===== config.mk =====
export PLATFORM = sky130hd
export DESIGN_NAME = sort_5_stream_ctrl_flat
export DESIGN_NICKNAME = d
export VERILOG_FILES = /design/src/rtl/sort_5_stream_ctrl_if.sv /design/src/rtl/sort_5_stream_ctrl.sv /design/src/flat_wrapper.sv
export SDC_FILE = /design/constraint.sdc
export NUM_CORES = 1
export LEC_CHECK = 0
export ABC_CLOCK_PERIOD_IN_PS = 21400
export CORE_ASPECT_RATIO = 1.5
export CORE_MARGIN = 2
export CORE_UTILIZATION = 64
export DETAILED_ROUTE_END_ITERATION = 12
export PLACE_DENSITY = 0.87
export SETUP_SLACK_MARGIN = 0.3
export SLEW_MARGIN = 20
export SYNTH_ARGS = -nofsm -noshare
export SYNTH_HDL_FRONTEND = slang
export SYNTH_SLANG_ARGS = --single-unit
export TNS_END_PERCENT = 30

===== constraint.sdc =====
create_clock -name clk -period 21.4 [get_ports clk]
set_clock_uncertainty 0.05 [all_clocks]
set_input_delay 2.14 -clock clk [delete_from_list [all_inputs] [get_ports clk]]
set_output_delay 2.14 -clock clk [all_outputs]
set_load 0.01 [all_outputs]

===== src/rtl/sort_5_stream_ctrl_if.sv =====
`default_nettype none
// ============================================================================
// Module   : sort_5_stream_ctrl_if
// Brief    : Input and output valid/ready streams of the 5-word sort controller.
// Revision : 1.0 - initial release
// ============================================================================
interface sort_5_stream_ctrl_if #(
    parameter int DW = 32
);
    logic          in_valid;
    logic          in_ready;
    logic [DW-1:0] in_data;
    logic          in_last;
    logic          out_valid;
    logic          out_ready;
    logic [DW-1:0] out_data;
    logic          out_last;

    // Producer/consumer side.
    modport master (
        output in_valid, in_data, in_last, out_ready,
        input  in_ready, out_valid, out_data, out_last
    );

    // Controller side.
    modport slave (
        input  in_valid, in_data, in_last, out_ready,
        output in_ready, out_valid, out_data, out_last
    );
endinterface
`default_nettype wire


===== src/rtl/sort_5_stream_ctrl.sv =====
`default_nettype none
// ============================================================================
// Module   : sort_5_stream_ctrl
// Brief    : Gathers up to five words, sorts them in one cycle through an
//            embedded 9-comparator network, then replays them on a stream.
//            Define SORT_CTRL_DESC_EN to replay in descending order.
// Revision : 1.0 - initial release
// ============================================================================
module sort_5_stream_ctrl #(
    parameter logic [31:0] PAD_VALUE = 32'hFFFF_FFFF
) (
    input  logic                clk,
    input  logic                rst,
    sort_5_stream_ctrl_if.slave bus,
    output logic                busy,
    output logic [15:0]         batch_count
);

    localparam int c_N = 5;
    localparam int c_NET_A [9] = '{0, 3, 2, 2, 0, 0, 1, 1, 1};
    localparam int c_NET_B [9] = '{1, 4, 4, 3, 3, 2, 4, 3, 2};

    typedef enum logic [1:0] {
        ST_FILL  = 2'd0,
        ST_SORT  = 2'd1,
        ST_DRAIN = 2'd2
    } state_t;

    state_t      r_state;
    state_t      w_state_nxt;
    logic [31:0] r_slot   [c_N];
    logic [31:0] r_result [c_N];
    logic [2:0]  r_cnt;
    logic [2:0]  r_idx;
    logic [15:0] r_batch_count;
    logic [31:0] w_net    [c_N];
    logic [31:0] w_tmp;
    logic        w_in_hs;
    logic        w_out_hs;
    logic        w_last;
    logic [2:0]  w_idx_start;
    logic [2:0]  w_idx_next;

    assign w_in_hs  = (r_state == ST_FILL) && bus.in_valid;
    assign w_out_hs = (r_state == ST_DRAIN) && bus.out_ready;

`ifdef SORT_CTRL_DESC_EN
    assign w_idx_start = r_cnt - 3'd1;
    assign w_idx_next  = r_idx - 3'd1;
    assign w_last      = (r_idx == 3'd0);
`else
    assign w_idx_start = 3'd0;
    assign w_idx_next  = r_idx + 3'd1;
    assign w_last      = (r_idx == r_cnt - 3'd1);
`endif

    // Unfilled slots take PAD_VALUE so they settle at the top and are never replayed.
    always_comb begin
        w_tmp = '0;
        for (int i = 0; i < c_N; i++) begin
            w_net[i] = (i < int'(r_cnt)) ? r_slot[i] : PAD_VALUE;
        end
        for (int s = 0; s < 9; s++) begin
            if (w_net[c_NET_A[s]] > w_net[c_NET_B[s]]) begin
                w_tmp             = w_net[c_NET_A[s]];
                w_net[c_NET_A[s]] = w_net[c_NET_B[s]];
                w_net[c_NET_B[s]] = w_tmp;
            end
        end
    end

    always_ff @(posedge clk) begin
        if (rst) begin
            r_state <= ST_FILL;
        end else begin
            r_state <= w_state_nxt;
        end
    end

    always_comb begin
        w_state_nxt = r_state;
        case (r_state)
            ST_FILL: begin
                if (w_in_hs && ((r_cnt == 3'd4) || bus.in_last)) begin
                    w_state_nxt = ST_SORT;
                end
            end
            ST_SORT:  w_state_nxt = ST_DRAIN;
            ST_DRAIN: begin
                if (w_out_hs && w_last) begin
                    w_state_nxt = ST_FILL;
                end
            end
            default:  w_state_nxt = ST_FILL;
        endcase
    end

    always_ff @(posedge clk) begin
        if (rst) begin
            r_cnt         <= 3'd0;
            r_idx         <= 3'd0;
            r_batch_count <= 16'd0;
            for (int i = 0; i < c_N; i++) begin
                r_slot[i]   <= 32'd0;
                r_result[i] <= 32'd0;
            end
        end else begin
            case (r_state)
                ST_FILL: begin
                    if (w_in_hs) begin
                        r_slot[r_cnt] <= bus.in_data;
                        r_cnt         <= r_cnt + 3'd1;
                    end
                end
                ST_SORT: begin
                    for (int i = 0; i < c_N; i++) begin
                        r_result[i] <= w_net[i];
                    end
                    r_idx <= w_idx_start;
                end
                ST_DRAIN: begin
                    if (w_out_hs) begin
                        if (w_last) begin
                            r_cnt         <= 3'd0;
                            r_batch_count <= r_batch_count + 16'd1;
                        end else begin
                            r_idx <= w_idx_next;
                        end
                    end
                end
                default: ;
            endcase
        end
    end

    // Handshake flags decode the registered state only; no path from in_valid/out_ready.
    assign bus.in_ready  = (r_state == ST_FILL);
    assign bus.out_valid = (r_state == ST_DRAIN);
    assign bus.out_data  = (r_state == ST_DRAIN) ? r_result[r_idx] : 32'd0;
    assign bus.out_last  = (r_state == ST_DRAIN) && w_last;
    assign busy          = (r_state != ST_FILL);
    assign batch_count   = r_batch_count;

endmodule
`default_nettype wire

===== src/flat_wrapper.sv =====
// flat-port wrapper written by rule: the top's interface ports become plain ports
module sort_5_stream_ctrl_flat 
#(
    parameter logic [31:0] PAD_VALUE = 32'hFFFF_FFFF
)
  (clk, rst, busy, batch_count, bus_in_valid, bus_in_data, bus_in_last, bus_out_ready, bus_in_ready, bus_out_valid, bus_out_data, bus_out_last);
  sort_5_stream_ctrl_if bus_i ();
  input  logic clk;
  input  logic rst;
  output logic busy;
  output logic [15:0] batch_count;
  input wire logic [$bits(bus_i.in_valid)-1:0] bus_in_valid;
  input wire logic [$bits(bus_i.in_data)-1:0] bus_in_data;
  input wire logic [$bits(bus_i.in_last)-1:0] bus_in_last;
  input wire logic [$bits(bus_i.out_ready)-1:0] bus_out_ready;
  output wire logic [$bits(bus_i.in_ready)-1:0] bus_in_ready;
  output wire logic [$bits(bus_i.out_valid)-1:0] bus_out_valid;
  output wire logic [$bits(bus_i.out_data)-1:0] bus_out_data;
  output wire logic [$bits(bus_i.out_last)-1:0] bus_out_last;
  assign bus_i.in_valid = bus_in_valid;
  assign bus_i.in_data = bus_in_data;
  assign bus_i.in_last = bus_in_last;
  assign bus_i.out_ready = bus_out_ready;
  assign bus_in_ready = bus_i.in_ready;
  assign bus_out_valid = bus_i.out_valid;
  assign bus_out_data = bus_i.out_data;
  assign bus_out_last = bus_i.out_last;
  sort_5_stream_ctrl #(.PAD_VALUE(PAD_VALUE)) u_core (.clk(clk), .rst(rst), .bus(bus_i), .busy(busy), .batch_count(batch_count));
endmodule

# [After elaboration in Yosys (flattened, before gate mapping)]
# Memory sizes are Yosys's and may differ from the RTL's. A register that Yosys moved wholly into a read port is not among the register bits.
# Index checks and enable logic that the tools add are counted.
[classes] addsub=4 magnitude_cmp=14 eq_ne=10 mux=49 bitwise=5 reduce_logical=15
[ops] op="32-bit two-way mux" count=22
[ops] op="32-bit greater-than comparator" count=9
[ops] op="64-bit two-way mux" count=4
[ops] op="32-bit OR reduction" count=1
[ops] op="3-bit two-way mux" count=8
[ops] op="16-bit by 1-bit adder with 16-bit output, second input constant" count=1
[ops] op="3-bit case mux with 2 select lines" count=2
[ops] op="1-bit two-way mux" count=10
[ops] op="2-bit by 1-bit inequality test with 1-bit output, second input constant" count=5
[ops] op="3-bit by 1-bit adder with 3-bit output, second input constant" count=2
[ops] op="1-bit by 3-bit < comparator with 1-bit output, first input constant" count=2
[ops] op="2-bit by 3-bit < comparator with 1-bit output, first input constant" count=2
[ops] op="2-bit case mux with 3 select lines" count=1
[ops] op="3-bit AND reduction" count=2
[ops] op="2-bit nonzero test" count=3
[ops] op="1-bit logical AND" count=5
[ops] op="1-bit bitwise OR" count=5
[ops] op="2-bit two-way mux" count=2
[ops] op="4-bit AND reduction" count=1
[ops] op="3-bit == test" count=1
[ops] op="3-bit == test, second input constant" count=1
[ops] op="3-bit < comparator, first input constant" count=1
[ops] op="3-bit by 1-bit subtractor with 3-bit output, second input constant" count=1
[ops] op="2-bit by 1-bit == test with 1-bit output, second input constant" count=1
[ops] op="5 further kinds" count=5
[word_totals] register_bits=24 mem_bits_rw=320 inputBits=37 output_inout_bits=52 word_cells=103 mem_count=2
[memory_table] name="u_core.r_result" depth=5 word_bits=32 rd=1 rd_clocked_by_memory_dff=1 wr=5 line_no="sort_5_stream_ctrl.sv:32" text="logic [31:0] r_result [c_N];"
[memory_table] name="u_core.r_slot" depth=5 word_bits=32 rd=5 rd_clocked_by_memory_dff=0 wr=5 line_no="sort_5_stream_ctrl.sv:31" text="logic [31:0] r_slot [c_N];"

# [Longest topological paths before layout]
[depth] depth_word=15 depth_mapped=92 mapped_depth_nobuf=79

# [Worst setup path before layout]
# No wires, ideal clock.
[synth_timing] path_type="reg-to-reg" from="register u_core.r_cnt[2]" to="memory u_core.r_result[1][0], data pin" setup_time_ps=274 arrival_time_ps=17115 t_required_ps=21076 setup_slack_ps=3961 path_stages_with_launch=86 path_buffers=14 period_less_slack_ps=17439 path_cell_list="dfxtp_1 -> buf_2 -> buf_1 -> clkbuf_1 -> nand2b_1 -> ha_1 -> and4_1 -> nand3_1 -> nor4_1 -> nand4_1 -> o21ai_1 -> clkbuf_1 -> clkbuf_1 -> o21ai_0 -> ha_1 -> and4_1 -> nand3_1 -> nor4_1 -> (+50 left out) -> ha_1 -> o21a_1 -> o21ai_0 -> nand2b_1 -> a21oi_1 -> nor2b_1 -> o21ai_0 -> nand2b_1 -> a21oi_1 -> nor3_1 -> a211oi_1 -> o221ai_1 -> a221o_1 -> o21ai_0 -> or2_2 -> buf_1 -> clkbuf_1 -> o22ai_1"
[synth_rtl] item="start: declaration" line_no="sort_5_stream_ctrl.sv:33" text="logic [2:0] r_cnt;"
[synth_rtl] item="start signal: assignment" line_no="sort_5_stream_ctrl.sv:112" text="r_cnt <= r_cnt + 3'd1;"
[synth_rtl] item="end: declaration" line_no="sort_5_stream_ctrl.sv:32"

==> results.md <==
* Reg2reg setup slack at 1.70 ns
* R2R depth at 83
* CP Launch Type: flop
* Number of synthesized flops with an enable pin at 320
* PnR worst setup slack at 1.70 ns
* Nets@finish at 3,345
* Routed via count at 22,732
* Yosys top cell area share at 0.346
* Worst Tran Pin Value at 1.06 ns
* Crit Path Max Fanout at 84
* Reg-to-reg startpoint: u_core.r_cnt[0]
* Commonest cells post-synth: nor2_1, edfxtp_1, ha_1, a21oi_1, inv_1
* Crit-path leading delay family: compound AO/OA/AOI/OAI gates
* Total wire length at 75,000 um
* Wirelength per Cell at 20.7 um
* Critical path's largest stage delay at 0.58 ns
* Syn_nets at 3,361
* Final setup fails at 0
* DP Cell Count at 3,553
* Largest net degree at the start of global routing at 86
* GP Congestion at 0.979
* Setup_tns at 0 ns
* Starting DRT DRC Count at 2,448
* Dpl hpwl at 59,700 um
* Share of layout cells above drive strength 1 at 0.0768
* Port Buffer Count at 88
* Clk slew on worst S/H paths at 0.07 ns
* Slowest cell on crit path: nor4_1
* CTS tree: yes
* Arr. time, crit path at 19.89 ns
* Final hold viol count at 0
* GRT Util Overall at 0.329
* CP Data Required Time at 21.59 ns
* Post-CTS Hold Buffers at 0
* Peak Freq at 50.8 MHz
* Slew headroom at 0.294
* Bufs and invs on worst path at 8
* Clk_lat worst skew at 0.55 ns
* Synthesized area at 27,800 um^2
* #FFs+latches synth at 347
* Tmin final at 19.70 ns
* Row Count at 93
* Sequential fraction of the synthesis area at 0.365
* Kind of critical path: reg -> reg
* Total of max-cap violations at 0
* Worst Hold Path EP: u_core.r_state[1]
* Outcome: complete, no violations
* Die Ht at 259 um
* Core ar. at 42,900 um^2
* DRT antenna net count at 0
* Synth-to-layout area growth at 8.37%
* DP Worst Slack at 1.44 ns
* Clock Tree Root: clkbuf_16
* Hold path depth at 2
* DRC Markers at 0
* Cells after Synth at 3,035
* H-tree levels at 2
* Yosys cell types at 64
* Initial antenna violation count at 0
* Die W at 174 um
* Max Buffers Root-to-Sink at 3
* Most Frequent Cell on Critical Path: a21oi_1
* Worst Setup End Kind: flop
* CTS Sinks at 347
* Via density at 6.29
* Gr ovfl total at 0
* Drt first pass iters at 6
* Hold Crit Start: u_core.r_state[1]
* Hold crit path type: reg -> reg
* Fin crit share at 0.921
* Top_reg_cell synth: edfxtp_1
* Largest cells by area after synthesis: edfxtp_1, ha_1, mux2i_1, nor2_1, a21oi_1
* Slew Limit Fails at 0
* IO Pins at 89
* Layout Cells excl Fill at 3,616
* Most numerous cell in the Yosys netlist: nor2_1
* Warnings from Yosys at 0
* Post-synth top area cell: edfxtp_1
* Number of global-route vias before repair at 21,376
* Async SR Flop Fraction at 0
* First-pass GRT wire length at 116,000 um
* Syn avg cell area at 9.15 um^2
* Initial Utilization at 0.647
* RR Endpoint: u_core.r_result[2][15]
* Die area at 45,100 um^2
* RSZ-0062 raised after global routing: no
* CTS buffer count at 34
## cell usage in the layout, fill, tap and decap left out, drive strengths merged, types with 8 or more instances in the layout
cell and instances:
nand2 173, mux2i 181, nor2 392, nand2b 77
a21oi 266, mux4 32, ha 289, edfxtp 320
buf 33, xnor2 8, clkinv 14, a21o 59
dfxtp 27, mux2 19, nor4 10, nor3 49
a211oi 44, nand3 31, nor2b 61, o21ai 169
o22ai 65, and2 163, nand4 53, o21a 17
inv 194, or3 11, clkbuf 43, or2 40
o31ai 33, clkdlybuf4s50 88, and4 10, xor2 9
## flip-flops by register name, indices dropped and copies added (netlist names), named ones only
name,flops
u_core.r_result,160
u_core.r_slot,160
u_core.batch_count,16
u_core.r_cnt,3
u_core.r_idx,3
u_core.r_state,2
## cell type report
type	count	area [um^2]
Multi-Input combinational cell	2323	16300
Fill cell	3165	12800
Sequential cell	347	10200
Timing Repair Buffer	121	1150
Clock buffer	43	885
Inverter	192	721
Tap cell	570	713
Clock inverter	19	163
Antenna cell	1	2.50
## worst min-delay path: cells and delay by family, from the launching register on
family             cells  cell delay, ns
AOI/OAI and AO/OA      2            0.13
DFF                    1            0.32
## cells by family after synthesis
| family | after synthesis | synth area share |
|---|---|---|
| compound gates | 704 | 0.156 |
| xor+xnor | 17 | 0.00536 |
| fa+ha+maj | 291 | 0.131 |
| buf+inv | 365 | 0.0521 |
| flops | 347 | 0.365 |
| mux | 232 | 0.101 |
| simple gates | 1079 | 0.190 |
## layer usage
metal | vias to the layer above | share of wire | global-route usage
li1 | 10909 | - | -
met1 | 10775 | 0.42 | 0.442
met2 | 900 | 0.48 | 0.557
met3 | 148 | 0.062 | 0.0272
met4 | 0 | 0.038 | 0.126
met5 | - | 0 | 0
## metrics by stage
step	hold slack [ns]	area, um^2	util
after floorplan	0.420	27800	-
after global placement	0.432	29000	0.676
after detailed placement	0.444	29000	0.676
after CTS	0.453	30100	0.701
after global routing	0.475	30100	0.701
final	0.454	30100	0.701
## worst max-delay path by stage
stage / startpoint / to / slack (ns) / depth (start not counted)
after CTS: u_core.r_cnt[2] / u_core.r_result[1][13] / 1.35 / 84
final: u_core.r_cnt[0] / u_core.r_result[2][15] / 1.70 / 83
after global routing: u_core.r_cnt[0] / u_core.r_result[1][2] / 0.31 / 84
after floorplan: u_core.r_cnt[2] / u_core.r_result[1][0] / 3.96 / 85
after global placement: u_core.r_cnt[2] / u_core.r_result[1][1] / 2.07 / 84
after detailed placement: u_core.r_cnt[2] / u_core.r_result[1][1] / 1.44 / 83
## repair_timing
item	4_1_cts	5_1_grt
endpoints found under the setup margin	0	64
gates resized for setup	0	3
buffers inserted	0	0
Power is left out: the tool's default activity adds up to more than one toggle a clock period on the data nets, which glitch-free logic cannot reach.
